### src/rtl/irq_ctrl_if.sv
// Peripheral register bus plus the pipeline-side interrupt handshake of irq_ctrl.
// The controller takes the slave view; the bus/pipeline side takes the master view.
interface irq_ctrl_if #(
  parameter int ID_W = 3
);
  logic            wr_en;
  logic [1:0]      addr;
  logic [31:0]     wdata;
  logic [31:0]     rdata;
  logic            pc_31;
  logic            irq_ack;
  logic            eret;
  logic            irq_req;
  logic [ID_W-1:0] irq_id;

  modport master (
    output wr_en, addr, wdata, pc_31, irq_ack, eret,
    input  rdata, irq_req, irq_id
  );

  modport slave (
    input  wr_en, addr, wdata, pc_31, irq_ack, eret,
    output rdata, irq_req, irq_id
  );
endinterface

### src/rtl/irq_ctrl.sv
// Interrupt controller: synchronises N sources, latches edges as pending, masks,
// picks the lowest-index eligible channel and holds one request until ack/eret.
module irq_ctrl #(
  parameter int               N_IRQ       = 8,
  parameter int               ID_W        = 3,
  parameter logic [N_IRQ-1:0] EDGE_MASK   = {N_IRQ{1'b1}},
  parameter int               SYNC_STAGES = 2
) (
  input  logic             clk,
  input  logic             reset,
  input  logic [N_IRQ-1:0] irq_src,
  irq_ctrl_if.slave        bus
);

  localparam int ID_SPAN = 2 ** ID_W;

  typedef enum logic [1:0] {
    ST_IDLE    = 2'd0,
    ST_REQ     = 2'd1,
    ST_SERVICE = 2'd2
  } state_t;

  logic [SYNC_STAGES-1:0][N_IRQ-1:0] sync_q, sync_d;
  logic [N_IRQ-1:0]   prev_q, prev_d;
  logic [N_IRQ-1:0]   pending_q, pending_d;
  logic [N_IRQ-1:0]   mask_q, mask_d;
  logic               global_en_q, global_en_d;
  logic [ID_W-1:0]    cause_q, cause_d;
  logic [ID_W-1:0]    irq_id_q, irq_id_d;
  logic               irq_req_q, irq_req_d;
  state_t             state_q, state_d;

  logic [N_IRQ-1:0]   sync_s;
  logic [N_IRQ-1:0]   rise_s;
  logic [N_IRQ-1:0]   w1c_s;
  logic [N_IRQ-1:0]   ack_clr_s;
  logic [N_IRQ-1:0]   elig_s;
  logic [ID_SPAN-1:0] elig_ext_s;
  logic [ID_W-1:0]    sel_s;
  logic               in_service_s;
  logic [31:0]        rdata_s;
  logic               unused_s;

  assign sync_s       = sync_q[SYNC_STAGES-1];
  assign rise_s       = sync_s & ~prev_q;
  assign in_service_s = (state_q == ST_SERVICE);
  assign unused_s     = ^bus.wdata;

  // Synchroniser chain, edge history and pending-bit update.
  always_comb begin
    sync_d    = sync_q;
    sync_d[0] = irq_src;
    for (int k = 1; k < SYNC_STAGES; k++) begin
      sync_d[k] = sync_q[k-1];
    end
    prev_d = sync_s;

    w1c_s = '0;
    if (bus.wr_en && (bus.addr == 2'd1)) begin
      w1c_s = bus.wdata[N_IRQ-1:0];
    end else begin
      w1c_s = '0;
    end

    ack_clr_s = '0;
    for (int i = 0; i < N_IRQ; i++) begin
      ack_clr_s[i] = (state_q == ST_REQ) && bus.irq_ack && (irq_id_q == ID_W'(i));
    end

    // Edge channels: a new rise beats any clear arriving in the same cycle.
    pending_d = (EDGE_MASK & (rise_s | (pending_q & ~(w1c_s | ack_clr_s))))
              | (~EDGE_MASK & sync_s);
  end

  // Software-visible configuration registers.
  always_comb begin
    mask_d      = mask_q;
    global_en_d = global_en_q;
    if (bus.wr_en) begin
      case (bus.addr)
        2'd0:    mask_d      = bus.wdata[N_IRQ-1:0];
        2'd3:    global_en_d = bus.wdata[0];
        default: mask_d      = mask_q;
      endcase
    end else begin
      mask_d = mask_q;
    end
  end

  // Priority pick and request state machine next-state.
  always_comb begin
    elig_s     = pending_q & mask_q & {N_IRQ{global_en_q}};
    elig_ext_s = '0;
    elig_ext_s[N_IRQ-1:0] = elig_s;

    sel_s = '0;
    for (int i = N_IRQ - 1; i >= 0; i--) begin
      sel_s = elig_s[i] ? ID_W'(i) : sel_s;
    end

    state_d  = state_q;
    irq_id_d = irq_id_q;
    cause_d  = cause_q;
    case (state_q)
      ST_IDLE: begin
        if (|elig_s) begin
          state_d  = ST_REQ;
          irq_id_d = sel_s;
        end else begin
          state_d = ST_IDLE;
        end
      end
      ST_REQ: begin
        if (bus.irq_ack) begin
          cause_d = irq_id_q;
          state_d = ST_SERVICE;
        end else if (!elig_ext_s[irq_id_q]) begin
          state_d = ST_IDLE;
        end else begin
          state_d = ST_REQ;
        end
      end
      ST_SERVICE: begin
        state_d = bus.eret ? ST_IDLE : ST_SERVICE;
      end
      default: begin
        state_d = ST_IDLE;
      end
    endcase

    // Kernel mode only hides the request; the state machine keeps waiting in REQ.
    irq_req_d = (state_d == ST_REQ) && !bus.pc_31;
  end

  // Register read mux.
  always_comb begin
    rdata_s = 32'd0;
    case (bus.addr)
      2'd0: rdata_s[N_IRQ-1:0] = mask_q;
      2'd1: rdata_s[N_IRQ-1:0] = pending_q;
      2'd2: begin
        rdata_s[31]       = in_service_s;
        rdata_s[ID_W-1:0] = cause_q;
      end
      2'd3:    rdata_s[2:0] = {in_service_s, irq_req_q, global_en_q};
      default: rdata_s      = 32'd0;
    endcase
  end

  // State registers.
  always_ff @(posedge clk or posedge reset) begin
    if (reset) begin
      sync_q      <= '0;
      prev_q      <= '0;
      pending_q   <= '0;
      mask_q      <= '0;
      global_en_q <= 1'b0;
      cause_q     <= '0;
      irq_id_q    <= '0;
      irq_req_q   <= 1'b0;
      state_q     <= ST_IDLE;
    end else begin
      sync_q      <= sync_d;
      prev_q      <= prev_d;
      pending_q   <= pending_d;
      mask_q      <= mask_d;
      global_en_q <= global_en_d;
      cause_q     <= cause_d;
      irq_id_q    <= irq_id_d;
      irq_req_q   <= irq_req_d;
      state_q     <= state_d;
    end
  end

  assign bus.rdata   = rdata_s;
  assign bus.irq_req = irq_req_q;
  assign bus.irq_id  = irq_id_q;

endmodule
### src/flat_wrapper.sv
// flat-port wrapper written by rule: the top's interface ports become plain ports
module irq_ctrl_flat 
#(
  parameter int               N_IRQ       = 8,
  parameter int               ID_W        = 3,
  parameter logic [N_IRQ-1:0] EDGE_MASK   = {N_IRQ{1'b1}},
  parameter int               SYNC_STAGES = 2
)
  (clk, reset, irq_src, bus_wr_en, bus_addr, bus_wdata, bus_pc_31, bus_irq_ack, bus_eret, bus_rdata, bus_irq_req, bus_irq_id);
  irq_ctrl_if #(.ID_W(ID_W)) bus_i ();
  input  logic clk;
  input  logic reset;
  input  logic [N_IRQ-1:0] irq_src;
  input wire logic [$bits(bus_i.wr_en)-1:0] bus_wr_en;
  input wire logic [$bits(bus_i.addr)-1:0] bus_addr;
  input wire logic [$bits(bus_i.wdata)-1:0] bus_wdata;
  input wire logic [$bits(bus_i.pc_31)-1:0] bus_pc_31;
  input wire logic [$bits(bus_i.irq_ack)-1:0] bus_irq_ack;
  input wire logic [$bits(bus_i.eret)-1:0] bus_eret;
  output wire logic [$bits(bus_i.rdata)-1:0] bus_rdata;
  output wire logic [$bits(bus_i.irq_req)-1:0] bus_irq_req;
  output wire logic [$bits(bus_i.irq_id)-1:0] bus_irq_id;
  assign bus_i.wr_en = bus_wr_en;
  assign bus_i.addr = bus_addr;
  assign bus_i.wdata = bus_wdata;
  assign bus_i.pc_31 = bus_pc_31;
  assign bus_i.irq_ack = bus_irq_ack;
  assign bus_i.eret = bus_eret;
  assign bus_rdata = bus_i.rdata;
  assign bus_irq_req = bus_i.irq_req;
  assign bus_irq_id = bus_i.irq_id;
  irq_ctrl #(.N_IRQ(N_IRQ), .ID_W(ID_W), .EDGE_MASK(EDGE_MASK), .SYNC_STAGES(SYNC_STAGES)) u_core (.clk(clk), .reset(reset), .irq_src(irq_src), .bus(bus_i));
endmodule
### config.mk
export PLATFORM = sky130hd
export DESIGN_NAME = irq_ctrl_flat
export DESIGN_NICKNAME = d
export VERILOG_FILES = /design/src/rtl/irq_ctrl_if.sv /design/src/rtl/irq_ctrl.sv /design/src/flat_wrapper.sv
export SDC_FILE = /design/constraint.sdc
export NUM_CORES = 1
export LEC_CHECK = 0
export ABC_AREA = 1
export CAP_MARGIN = 20
export CELL_PAD_IN_SITES_DETAIL_PLACEMENT = 1
export CELL_PAD_IN_SITES_GLOBAL_PLACEMENT = 2
export CORE_ASPECT_RATIO = 0.8
export CORE_MARGIN = 10
export CORE_UTILIZATION = 25
export CTS_CLUSTER_DIAMETER = 50
export CTS_CLUSTER_SIZE = 12
export DETAILED_ROUTE_END_ITERATION = 7
export MAX_ROUTING_LAYER = met4
export PLACE_DENSITY_LB_ADDON = 0.05
export SYNTH_ARGS = -nofsm -noshare
export SYNTH_HDL_FRONTEND = slang
export SYNTH_SLANG_ARGS = --single-unit
export TNS_END_PERCENT = 100
### constraint.sdc
create_clock -name clk -period 1.75 [get_ports clk]
set_clock_uncertainty 0.2 [all_clocks]
set_input_delay 0.2625 -clock clk [delete_from_list [all_inputs] [get_ports clk]]
set_output_delay 0.2625 -clock clk [all_outputs]
set_load 0.03 [all_outputs]
Word level (Yosys, flattened, before mapping)
Index checks and enable logic that the tools add are counted.
{"block": "totals", "regBits": 50, "in_bits": 48, "out_inout_bits": 36, "wordCells": 71}
{"block": "classes", "order_cmp": 1, "eq_ne": 13, "muxes": 19, "bitwise_logic": 8, "n_reduce_logical": 20}
{"cell": "$and 8x8->8", "count": 4}
{"cell": "$mux 3", "count": 8}
{"cell": "$not 8->8", "count": 2}
{"cell": "$or 8x8->8", "count": 2}
{"cell": "$eq 3x3->1 const B", "count": 4}
{"cell": "$pmux 3 s4", "count": 1}
{"cell": "$logic_and 1x1->1", "count": 11}
{"cell": "$pmux 5 s2", "count": 1}
{"cell": "$mux 8", "count": 1}
{"cell": "$reduce_and 2->1", "count": 4}
{"cell": "$reduce_or 8->1", "count": 1}
{"cell": "$eq 2x1->1 const B", "count": 3}
{"cell": "$eq 2x2->1 const B", "count": 3}
{"cell": "$eq 3x2->1 const B", "count": 2}
{"cell": "$pmux 2 s3", "count": 1}
{"cell": "$logic_not 2->1", "count": 2}
{"cell": "$lt 3x4->1 const B", "count": 1}
{"cell": "$mux 1", "count": 4}
{"cell": "$mux 2", "count": 2}
{"cell": "$bmux 1 s3", "count": 1}
{"cell": "$eq 3x1->1 const B", "count": 1}
{"cell": "$logic_not 3->1", "count": 1}
{"cell": "$logic_not 1->1", "count": 1}

Logic depth before layout (Yosys ltp)
{"block": "logic_depth", "word_depth": 10, "mapped_depth": 9, "mapped_depth_nobuf": 9}

Worst setup path before layout
OpenSTA, ideal clock, no wires.
{"block": "synth_path", "kind": "input -> output", "start": "input port bus_addr[1]", "end": "output port bus_rdata[2]", "arrival_time_ns": 1.068, "required_time_ns": 1.287, "setup_slack_ns": 0.219, "path_stages": 3, "path_buffers": 1, "cell_sequence": "buf_2 nand2_1 o2111ai_1"}
{"block": "synth_via", "elab_chain_len": 2, "elab_cells_between_ends": 5, "classes_between": "eq/ne (3); mux (1); reduce/logical (1)"}
{"element": "from (decl)", "line_no": "flat_wrapper.sv:15", "text": "input wire logic [$bits(bus_i.addr)-1:0] bus_addr;"}
{"element": "$eq 2x2->1, or another cell as far along", "line_no": "irq_ctrl.sv:138", "text": "case (bus.addr)"}
{"element": "$pmux 3 s4 (*)", "line_no": "irq_ctrl.sv:138"}
{"element": "to (decl)", "line_no": "flat_wrapper.sv:20", "text": "output wire logic [$bits(bus_i.rdata)-1:0] bus_rdata;"}
Every way passes the cells marked *; elsewhere a longest branch is shown, timed or not.

Worst setup path in the final report
{"block": "layout_path", "start": "input port bus_addr[0]", "end": "output port bus_rdata[4]"}
{"block": "layout_via", "elab_chain_len": 2, "elab_cells_between_ends": 3, "classes_between": "eq/ne (1); mux (1); reduce/logical (1)"}
{"element": "$eq 2x1->1 / $logic_not 2->1 (equally long branches)", "line_no": "irq_ctrl.sv:138"}
{"element": "$pmux 5 s2 (*)", "line_no": "irq_ctrl.sv:138"}
Marked as above.

==> impl.org <==
** Logic synthesis
- After synthesis the cells add up to 2290 µm².
- Synth cell types :: 26
- Averaged over all synthesized cells, the footprint is roughly 9.4 µm².
- Instance count of the mapped netlist :: 245
- FF+latch count, synth :: 50
- Synthesis warning total :: 0
- Of the synthesized area, sequential elements account for a little over half.

** Floorplan
- During I/O placement, the number of pins put on the boundary was 84.
- The floorplan step defined a die boundary enclosing about 13,000 µm².
- Row generation in the floorplan step produced 31 rows.
- Initial core utilization :: about a quarter
- Overall die height :: ~110 µm
- Horiz. Die Dim :: roughly 130 µm
- Core Box Area :: ~9000 µm²

** Routing
- Iter 0 DRT Violations :: 60
- Metal2 WL :: between 2000 and 3000 µm
- After detailed routing, the wire length on met1 is 3220 µm.
- Routed signal wires occupy layers up through met4.
- DRC violations left :: 0
- Number of nets still failing antenna checks after routing :: 0
- Dividing the detail-routed via count by the number of cells gives between 4 and 5.
- Average wire per standard cell :: approximately 15 µm
- After detailed routing, the total wire length is around 6300 µm.
- The final route contains approximately 1,700 vias.
- The first detailed-routing pass took 4 iterations.
- Met3 wirelength from detailed routing :: 191 µm

** Pwr
- Net switching is between 30% and 40% of the power.
- Leak pwr :: 1.50 nW
- The clock network burns 28.7% of the power.
- The internal portion of the total power is 0.00245 W.
- For this design the total switching power over the nets is ~0.0013 W.
- Dividing total power by cell area gives a power density of between 1000 and 1500 nW/µm².
- Combinational logic is responsible for a little under a third of the overall power.
- Worst IR Drop VDD :: between 0.4 and 0.5 mV
- Part of the power in registers :: just under 40%

** Critical path
- In this run the worst path has a maximum fanout of 4.
- The number of buffers and inverters on the critical path is 4.
- The slowest stage of the critical path is the sky130_fd_sc_hd__clkdlybuf4s15_1 cell.
- Worst endpoint required time :: around 1.3 ns
- Nature of the critical path startpoint :: primary input
- Traced cell by cell, the critical path runs through clkdlybuf4s15_1 > buf_6 > nor2_4 > clkbuf_16 > a22o_1 > buf_4.
- The critical path in this run is classified as primary input to output pin.
- Arrival time at the worst endpoint :: 1.23 ns
- Kind of cell with the highest combined delay on the critical path :: buffers and inverters
- STA classifies the critical path endpoint as an output pin.
- Number of cell instances on the worst register-to-register path :: 6
- Stages on worst setup path :: 6
- Biggest cell delay along the critical path :: ~0.21 ns

** STA
- Maximum achievable frequency :: ~0.59 GHz
- RSZ-0062 raised after global routing :: no
- Final count of hold timing violations :: 0
- Final min period :: around 1.7 ns
- Final hold analysis gives a worst-case slack of around 0.13 ns.
- Period utilization :: 96.9%
- Setup violations remaining at the end of the flow were counted as 0.
- Setup total negative slack on the finished layout was measured at 0 ns.
- Final Slew Violations :: 0

** CTS
- After clock tree synthesis, the clock-pin slew on the worst setup and hold paths is roughly 0.070 ns.
- Clock sink count :: 50
- H-Tree Depth :: 2
- TritonCTS created 5 clock buffers.
- The root buffer cell chosen for the clock tree is sky130_fd_sc_hd__clkbuf_16.
- Clock latency reported for the late side of the worst-skew pair :: 0.29 ns
- For this design, the CTS-stage hold fixing added 0 buffers.
- Counting along the longest clock path gives a buffer depth of 2.
- CTS tree :: built

** Worst hold path
- The worst hold path belongs to the class primary input to async pin.

** Job
- Across the run, the number of max-cap violations was 0.

** Finish
- # diodes :: 0
- After the last flow step, the layout net total stands at around 350.
- Area growth from synthesis to layout :: 33.0%
- Fraction of final layout cells sized beyond drive strength 1 :: 20.6%

** Global route
- Global-route congestion overflow total :: 0
- Global routing used under 10% of the available tracks across all layers.
- First-pass GRT wire length :: a little over 10,000 µm
- Entering global routing, the biggest net connects a little over 50 pins.
- The via count of the first global-routing pass was 1,913.
- Initial antenna violation count :: 0

** Placed design
- Summed over all nets, the half-perimeter wirelength after detailed placement is between 4000 and 5000 µm.
- Port buffering added 36 buffers.
- Placer's final routability congestion estimate :: 0.785

** Status
- Status :: completed
power groups by stage:
stage	Sequential (W)	Combinational, W	Clock [W]
finish	0.00151	0.00119	0.00109
global route	0.00153	0.00134	0.00118
CTS	0.00151	0.00118	0.00113
detailed placement	0.00153	0.00119	0
global placement	0.00153	0.00120	0
floorplan	0.00154	0.000734	0
stage by stage:
step | cell area (µm²) | util [%] | worst slack, ns | instances | total power (W)
after floorplan | 2380 | - | 0.0863 | 267 | 0.00228
after global placement | 2810 | 31.2 | -0.268 | 405 | 0.00273
after detailed placement | 2810 | 31.2 | -0.295 | 405 | 0.00272
after CTS | 3000 | 33.3 | 0.00984 | 414 | 0.00381
after global routing | 3050 | 33.9 | 0.00506 | 416 | 0.00405
final | 3050 | 33.9 | 0.0545 | 416 | 0.00379
cell usage in the layout (no fill, tap or decap), types with 5 or more instances in the layout:
| cell type | count |
|---|---|
| sky130_fd_sc_hd__dfrtp_1 | 49 |
| sky130_fd_sc_hd__nand2_1 | 48 |
| sky130_fd_sc_hd__inv_1 | 32 |
| sky130_fd_sc_hd__conb_1 | 23 |
| sky130_fd_sc_hd__clkdlybuf4s50_1 | 21 |
| sky130_fd_sc_hd__o21ai_0 | 20 |
| sky130_fd_sc_hd__buf_4 | 15 |
| sky130_fd_sc_hd__nor2_1 | 14 |
| sky130_fd_sc_hd__o22ai_1 | 8 |
| sky130_fd_sc_hd__nand3_2 | 7 |
| sky130_fd_sc_hd__clkbuf_16 | 6 |
| sky130_fd_sc_hd__nand3_1 | 5 |
| sky130_fd_sc_hd__buf_12 | 5 |
cells in the mapped netlist:
library cell,number,area share (%)
sky130_fd_sc_hd__nand4_1,2,0.55
sky130_fd_sc_hd__conb_1,1,0.16
sky130_fd_sc_hd__o21ai_1,4,0.87
sky130_fd_sc_hd__a21oi_2,1,0.38
sky130_fd_sc_hd__o21ai_0,20,4.4
sky130_fd_sc_hd__nor2_2,1,0.27
sky130_fd_sc_hd__a21oi_1,3,0.65
sky130_fd_sc_hd__nand4_2,1,0.55
sky130_fd_sc_hd__o21ai_4,1,0.71
sky130_fd_sc_hd__nand3_2,7,3.1
sky130_fd_sc_hd__nand2_1,49,8.0
sky130_fd_sc_hd__dfrtp_1,50,55
sky130_fd_sc_hd__a22oi_1,1,0.33
sky130_fd_sc_hd__nor2_1,16,2.6
sky130_fd_sc_hd__o2111ai_1,1,0.38
sky130_fd_sc_hd__buf_2,1,0.22
sky130_fd_sc_hd__inv_1,34,5.6
sky130_fd_sc_hd__nand2_4,2,0.98
sky130_fd_sc_hd__o22ai_1,8,2.2
sky130_fd_sc_hd__inv_2,2,0.33
sky130_fd_sc_hd__nand2_2,3,0.82
sky130_fd_sc_hd__buf_6,2,0.98
sky130_fd_sc_hd__nor2_4,2,0.98
sky130_fd_sc_hd__buf_4,23,7.5
sky130_fd_sc_hd__a22o_1,5,1.9
sky130_fd_sc_hd__nand3_1,5,1.1
layer usage:
metal  vias up  track usage (%)
met3         5             2.10
met5         -                -
met1       836             12.3
met4         0             2.68
li1        842                -
met2        34             15.2
state kept, by name, summed over array words and instances, names as in the netlist:
name / cells
u_core.state_q: 2
u_core.sync_d: 8
u_core.bus.irq_id: 3
u_core.bus.irq_req: 1
u_core.prev_d: 8
u_core.pending_q: 8
u_core.cause_q: 3
u_core.prev_q: 8
u_core.global_en_q: 1
u_core.mask_q: 8
worst register-to-register path, stage by stage (launching register included):
cell                      delay, ns
sky130_fd_sc_hd__dfrtp_1       0.38
sky130_fd_sc_hd__inv_1         0.09
sky130_fd_sc_hd__nand3_1       0.17
sky130_fd_sc_hd__inv_1         0.19
sky130_fd_sc_hd__nand2_1       0.19
sky130_fd_sc_hd__nor2_1        0.19
sky130_fd_sc_hd__o22ai_1       0.10
timing repair:
item	in CTS	in global routing
resized for setup	8	12
pin swaps	1	3
setup endpoints to repair	14	8
setup buffers	1	1
gates cloned	0	1
final cells by class:
class                           count  area [µm²]
Timing Repair Buffer               52         543
Tap cell                          115         144
Inverter                           36         135
Multi-Input combinational cell    155         813
Fill cell                        1076        5950
Clock buffer                        5         125
Sequential cell                    50        1250
Clock inverter                      3        40.0
final timing paths:
path,start,end,slack (ns)
hold / removal,reset,u_core.sync_d[13]$_DFF_PP0_,0.13
setup / recovery,bus_addr[0],bus_rdata[4],0.05
max in group asynchronous,reset,u_core.global_en_q$_DFFE_PP0P_,0.96
min in group clk,u_core.sync_d[10]$_DFF_PP0_,u_core.prev_d[2]$_DFF_PP0_,0.15
setup reg to reg,u_core.state_q[1]$_DFF_PP0_,u_core.pending_q[1]$_DFF_PP0_,0.12
hold reg to reg,u_core.sync_d[10]$_DFF_PP0_,u_core.prev_d[2]$_DFF_PP0_,0.15
kinds of logic after synthesis:
kind of cell | synth area share, %
other cells | 0.163
compound gates | 11.8
buf+inv | 14.6
flops | 54.5
simple gates | 18.9
Power figures use the tool's default switching activity.
